[config.mk]
export PLATFORM = sky130hd
export DESIGN_NAME = pipe_scoreboard
export DESIGN_NICKNAME = d
export VERILOG_FILES = /design/src/rtl/pipe_scoreboard.sv
export SDC_FILE = /design/constraint.sdc
export NUM_CORES = 1
export LEC_CHECK = 0
export ABC_AREA = 1
export CORE_ASPECT_RATIO = 1.4
export CORE_UTILIZATION = 50
export CTS_CLUSTER_SIZE = 25
export DETAILED_ROUTE_END_ITERATION = 10
export PLACE_DENSITY_LB_ADDON = 0.3
export SLEW_MARGIN = 15
export SYNTH_ARGS = -nofsm -noshare
export SYNTH_HDL_FRONTEND = slang
export SYNTH_SLANG_ARGS = --single-unit
[constraint.sdc]
create_clock -name clk -period 9.4 [get_ports clk]
set_input_delay 1.88 -clock clk [delete_from_list [all_inputs] [get_ports clk]]
set_output_delay 1.88 -clock clk [all_outputs]
set_load 0.02 [all_outputs]
[src/rtl/pipe_scoreboard.sv]
// Register scoreboard for issue: tracks pending fixed- and variable-latency writes per register.
// Optional SB_ZERO_REG_EN makes register 0 hardwired (RISC-V x0); otherwise r0 is tracked (ARM).
module pipe_scoreboard #(
  parameter int NREGS   = 32,
  parameter int AW      = 5,
  parameter int MAX_LAT = 8,
  parameter int LW      = 4,
  parameter int BYPASS  = 1,
  parameter int NVAR    = 2
) (
  input  logic          clk,
  input  logic          rst,
  input  logic          iss_valid,
  input  logic [AW-1:0] iss_rs1,
  input  logic [AW-1:0] iss_rs2,
  input  logic          iss_use1,
  input  logic          iss_use2,
  input  logic          iss_we,
  input  logic [AW-1:0] iss_rd,
  input  logic [LW-1:0] iss_lat,
  input  logic          iss_var,
  input  logic          flush,
  input  logic          wb_valid,
  input  logic [AW-1:0] wb_rd,
  output logic          stall,
  output logic          iss_fire,
  output logic [LW-1:0] var_cnt,
  output logic          idle,
  output logic          err
);

`ifdef SB_ZERO_REG_EN
  localparam bit ZeroReg = 1'b1;
`else
  localparam bit ZeroReg = 1'b0;
`endif

  localparam logic [LW-1:0] BypassLim = LW'(BYPASS);
  localparam logic [LW-1:0] MaxLat    = LW'(MAX_LAT);
  localparam logic [LW-1:0] NvarLim   = LW'(NVAR);

  logic [LW-1:0]    cnt_q [NREGS];
  logic [LW-1:0]    cnt_d [NREGS];
  logic [NREGS-1:0] vb_q, vb_d;
  logic [LW-1:0]    var_cnt_q, var_cnt_d;
  logic             err_q, err_d;

  logic rdy1, rdy2, wawBusy, varFull;
  logic varSet, wbClr, anyCnt;

  function automatic logic inRange(input logic [AW-1:0] r);
    return 32'(r) < NREGS;
  endfunction

  function automatic logic tracked(input logic [AW-1:0] r);
    return inRange(r) && !(ZeroReg && (r == '0));
  endfunction

  // Hazard checks look only at registered state; a wb this cycle releases dependents next cycle.
  always_comb begin
    rdy1     = !tracked(iss_rs1) || (!vb_q[iss_rs1] && (cnt_q[iss_rs1] <= BypassLim));
    rdy2     = !tracked(iss_rs2) || (!vb_q[iss_rs2] && (cnt_q[iss_rs2] <= BypassLim));
    wawBusy  = tracked(iss_rd) && ((cnt_q[iss_rd] != '0) || vb_q[iss_rd]);
    varFull  = (var_cnt_q == NvarLim);
    stall    = rst && iss_valid && ((iss_use1 && !rdy1) || (iss_use2 && !rdy2) ||
                                    (iss_we && wawBusy) || (iss_we && iss_var && varFull));
    iss_fire = rst && iss_valid && !stall && !flush;
  end

  always_comb begin
    for (int r = 0; r < NREGS; r++) begin
      cnt_d[r] = (cnt_q[r] != '0) ? cnt_q[r] - LW'(1) : '0;
    end
    vb_d      = vb_q;
    var_cnt_d = var_cnt_q;
    err_d     = err_q;
    varSet    = iss_fire && iss_we && iss_var && tracked(iss_rd);
    wbClr     = wb_valid && tracked(wb_rd) && vb_q[wb_rd];

    if (iss_fire && iss_we) begin
      if (!inRange(iss_rd)) begin
        err_d = 1'b1;
      end else if (tracked(iss_rd)) begin
        if (iss_var) begin
          vb_d[iss_rd] = 1'b1;
        end else if (iss_lat > MaxLat) begin
          cnt_d[iss_rd] = MaxLat;
          err_d         = 1'b1;
        end else if (iss_lat != '0) begin
          cnt_d[iss_rd] = iss_lat;
        end
      end
    end

    if (wb_valid) begin
      if (wbClr) begin
        vb_d[wb_rd] = 1'b0;
      end else if (!(ZeroReg && (wb_rd == '0))) begin
        err_d = 1'b1;
      end
    end

    // Issue and retire in the same cycle cancel out.
    case ({varSet, wbClr})
      2'b10:   var_cnt_d = var_cnt_q + LW'(1);
      2'b01:   var_cnt_d = var_cnt_q - LW'(1);
      default: var_cnt_d = var_cnt_q;
    endcase
  end

  always_comb begin
    anyCnt = 1'b0;
    for (int r = 0; r < NREGS; r++) begin
      anyCnt = anyCnt | (cnt_q[r] != '0);
    end
    idle    = !anyCnt && (var_cnt_q == '0);
    var_cnt = var_cnt_q;
    err     = err_q;
  end

  always_ff @(posedge clk or negedge rst) begin
    if (!rst) begin
      for (int r = 0; r < NREGS; r++) begin
        cnt_q[r] <= '0;
      end
      vb_q      <= '0;
      var_cnt_q <= '0;
      err_q     <= 1'b0;
    end else begin
      cnt_q     <= cnt_d;
      vb_q      <= vb_d;
      var_cnt_q <= var_cnt_d;
      err_q     <= err_d;
    end
  end

endmodule
==> flow_metrics.tcl <==
set metrics [dict create \
    critical_path.startpoint "iss_rs2[0]" \
    slew_headroom_pct 19.6 \
    gp_congestion 1.03 \
    portBuffers 40 \
    fin_util_pct 54.4 \
    synthToLayoutAreaGrowth_pct 6.87 \
    drive_gt1_share_pct 3.27 \
    syn-num-nets 2603 \
    grtUsageTotal_pct 38.1 \
    max_freq_mhz 129 \
    die_y_um 206 \
    nFillCells 3031 \
    grt_max_degree 140 \
    avgSynthCellArea_um2 5.80 \
    synth_warnings 0 \
    critPathRequiredTime_ns 7.52 \
    diodes 0 \
    worstPathArrival_ns 5.90 \
    cts_buffers 17 \
    end_kind "primary output" \
    outcome "completed" \
    tightest_slew_ns 1.20 \
    netlist_instances 2566 \
    crit_slowest_cell "clkdlybuf4s50_1" \
    start_util_pct 50.9 \
    maxSlewViolCount 0 \
    overflow 0 \
    power_per_cell_area_nw_per_um2 258 \
    hp-class "flip-flop to flip-flop" \
    final_hold_viol_count 0 \
    r2r-start "cnt_q[118]$_DFF_PN0_" \
    antenna_left 0 \
    io_pins 41 \
    synth-seq-cells 165 \
    grt_antenna_before_repair 0 \
    fin_tns_setup_ns 0 \
    drt_wl_total_um 57300 \
    firstDrtPassIters 7 \
    setup_viol 0 \
    drv_cap 0 \
    fin_skew_ns 0.0119 \
    cts_htree_levels 4 \
    clock_path_buffers 2 \
    place_hpwl_um 39100 \
    post_drt_wl_per_cell_um 19.6 \
    grt_pass1_wl_um 88400 \
    final_common_cell "nand2_1" \
    p_leak_nw 7.20 \
    rsz0062_at_grt "no" \
    multi_input_area_um2 9020 \
    worstSetupStartpointType "input pin" \
    yosysSeqAreaShare_pct 27.7 \
    layout_common_cells "nand2_1, o21ai_0, inv_1" \
    worstPathMaxFanout 25 \
    min_from "cnt_q[99]$_DFF_PN0_" \
    cts_resized 0 \
    core_area_um2 29300 \
    clockRootBuffer "clkbuf_16" \
    numClockSinks 165 \
    drcViolationCount 0 \
    slowest_delay_ns 1.04 \
    worst-setup-path-type "input pin to primary output" \
    worstPathCellList "clkdlybuf4s50_1, inv_2, nand2_1, nand3_1, nand2_1, nand2_1, nand2_1, nor2_1, nand3_1, nand2_1, nand2_1, nand3_1, nand2_1, nor2_4, nand2_1, inv_1, clkdlybuf4s50_1" \
    rows 74 \
    fin_nets 2559 \
    dieArea_um2 30500 \
    min_period_ns 7.78 \
    grt_pass1_vias 16166 \
    crit_top_cell "nand2_1" \
    cts.clk_slew.worst_paths_ns 0.07 \
    ctsHoldBuffers 0 \
    ir_worst_vdd_v 0.000113 \
    cts_setup_buffers 0 \
    cts_tree "built" \
    die_x_um 148 \
    fin_crit_sh_pct 82.7 \
    dr_total_vias 17621 \
    final-seq-area_um2 4130 \
    drtIter0Drc 1804 \
    yosysUniqueCellTypes 40 \
    syn_area_um2 14900 \
    routed_via_density 6.04 \
    clock_latency_ns 0.47 \
]
## flip-flops by register name, indices dropped and copies added, names as in the netlist
| register | cells |
|---|---|
| err | 1 |
| vb_q | 32 |
| cnt_q | 128 |
| var_cnt | 4 |
## cells by family after synthesis
kind of cell               share of synthesized area (%)
and+or+nand+nor                                     34.1
AOI/OAI and AO/OA                                   25.0
buffers and inverters                               11.7
DFF                                                 27.7
muxes                                              0.874
adders and majority gates                          0.387
xor gates and xnor gates                           0.177
## worst paths after layout
path	endpoint	slack, ns	cells past startpoint
min	cnt_q[99]$_DFF_PN0_	0.50	2
max reg2reg	var_cnt[3]$_DFFE_PN0P_	4.48	24
max in group asynchronous	cnt_q[38]$_DFF_PN0_	6.79	2
max	iss_fire	1.62	17
min in group asynchronous	cnt_q[74]$_DFF_PN0_	1.33	1
min reg2reg	cnt_q[99]$_DFF_PN0_	0.50	2
## worst max-delay path, delay by kind of cell
| family | cells | cell delay (ns) |
|---|---|---|
| buffers and inverters | 4 | 2.41 |
| and+or+nand+nor | 13 | 1.58 |
## power breakdown
group,internal [mW],switching [mW]
clock network,0.367,0.341
registers,0.919,0.204
logic,0.747,1.52
## routing by layer
metal	GRT usage, %	wire length, um	part of all wire [%]
met1	45.6	21900	38
met2	61.0	25900	45
met3	7.02	5050	8.8
met4	28.1	4400	7.7
met5	0	0	0
## stage by stage
stage                     hold WS [ns]  setup slack, ns  std cells  cell area, um2  total power [mW]
after floorplan                  0.449             4.02       2566           14900              2.73
after global placement           0.465             1.87       2883           15400              3.26
after detailed placement         0.473             1.79       2883           15400              3.34
after CTS                        0.491             1.80       2915           15900              4.05
after global routing             0.515             1.44       2915           15900              4.46
final                            0.501             1.62       2915           15900              4.10
## final cells by class
cell class | instances | share of cell area (%)
well taps | 380 | 2.99
multi-input cells | 1969 | 56.7
inverters | 307 | 7.31
clock inverters | 14 | 0.818
repair buffers | 62 | 3.53
flip-flops and latches | 165 | 25.9
clock buffers | 18 | 2.70
## cell usage after synthesis (all sizes together)
cell type    n  share of area (%)
clkbuf      71                1.8
o21bai       4               0.20
o22ai       47                2.0
a211oi       1              0.050
o221ai       8               0.47
inv        302                7.6
mux2i       13               0.87
a31o         1              0.059
nand3b       2               0.10
nor2       278                7.1
a22oi       21                1.1
xor2         1              0.059
o211ai       6               0.30
nand3      142                4.9
or2          9               0.38
nand4       60                2.5
o31ai        2               0.10
fa           1               0.13
nor3        12               0.40
buf         54                2.2
dfrtp      165                 28
xnor2        2               0.12
and2         1              0.042
o21ai      482                 16
ha           3               0.25
a22o         4               0.24
nand2      738                 19
nor4         3               0.13
clkinv       5               0.13
a21oi      128                4.3
Note: power is estimated with default switching activity, not from simulation.
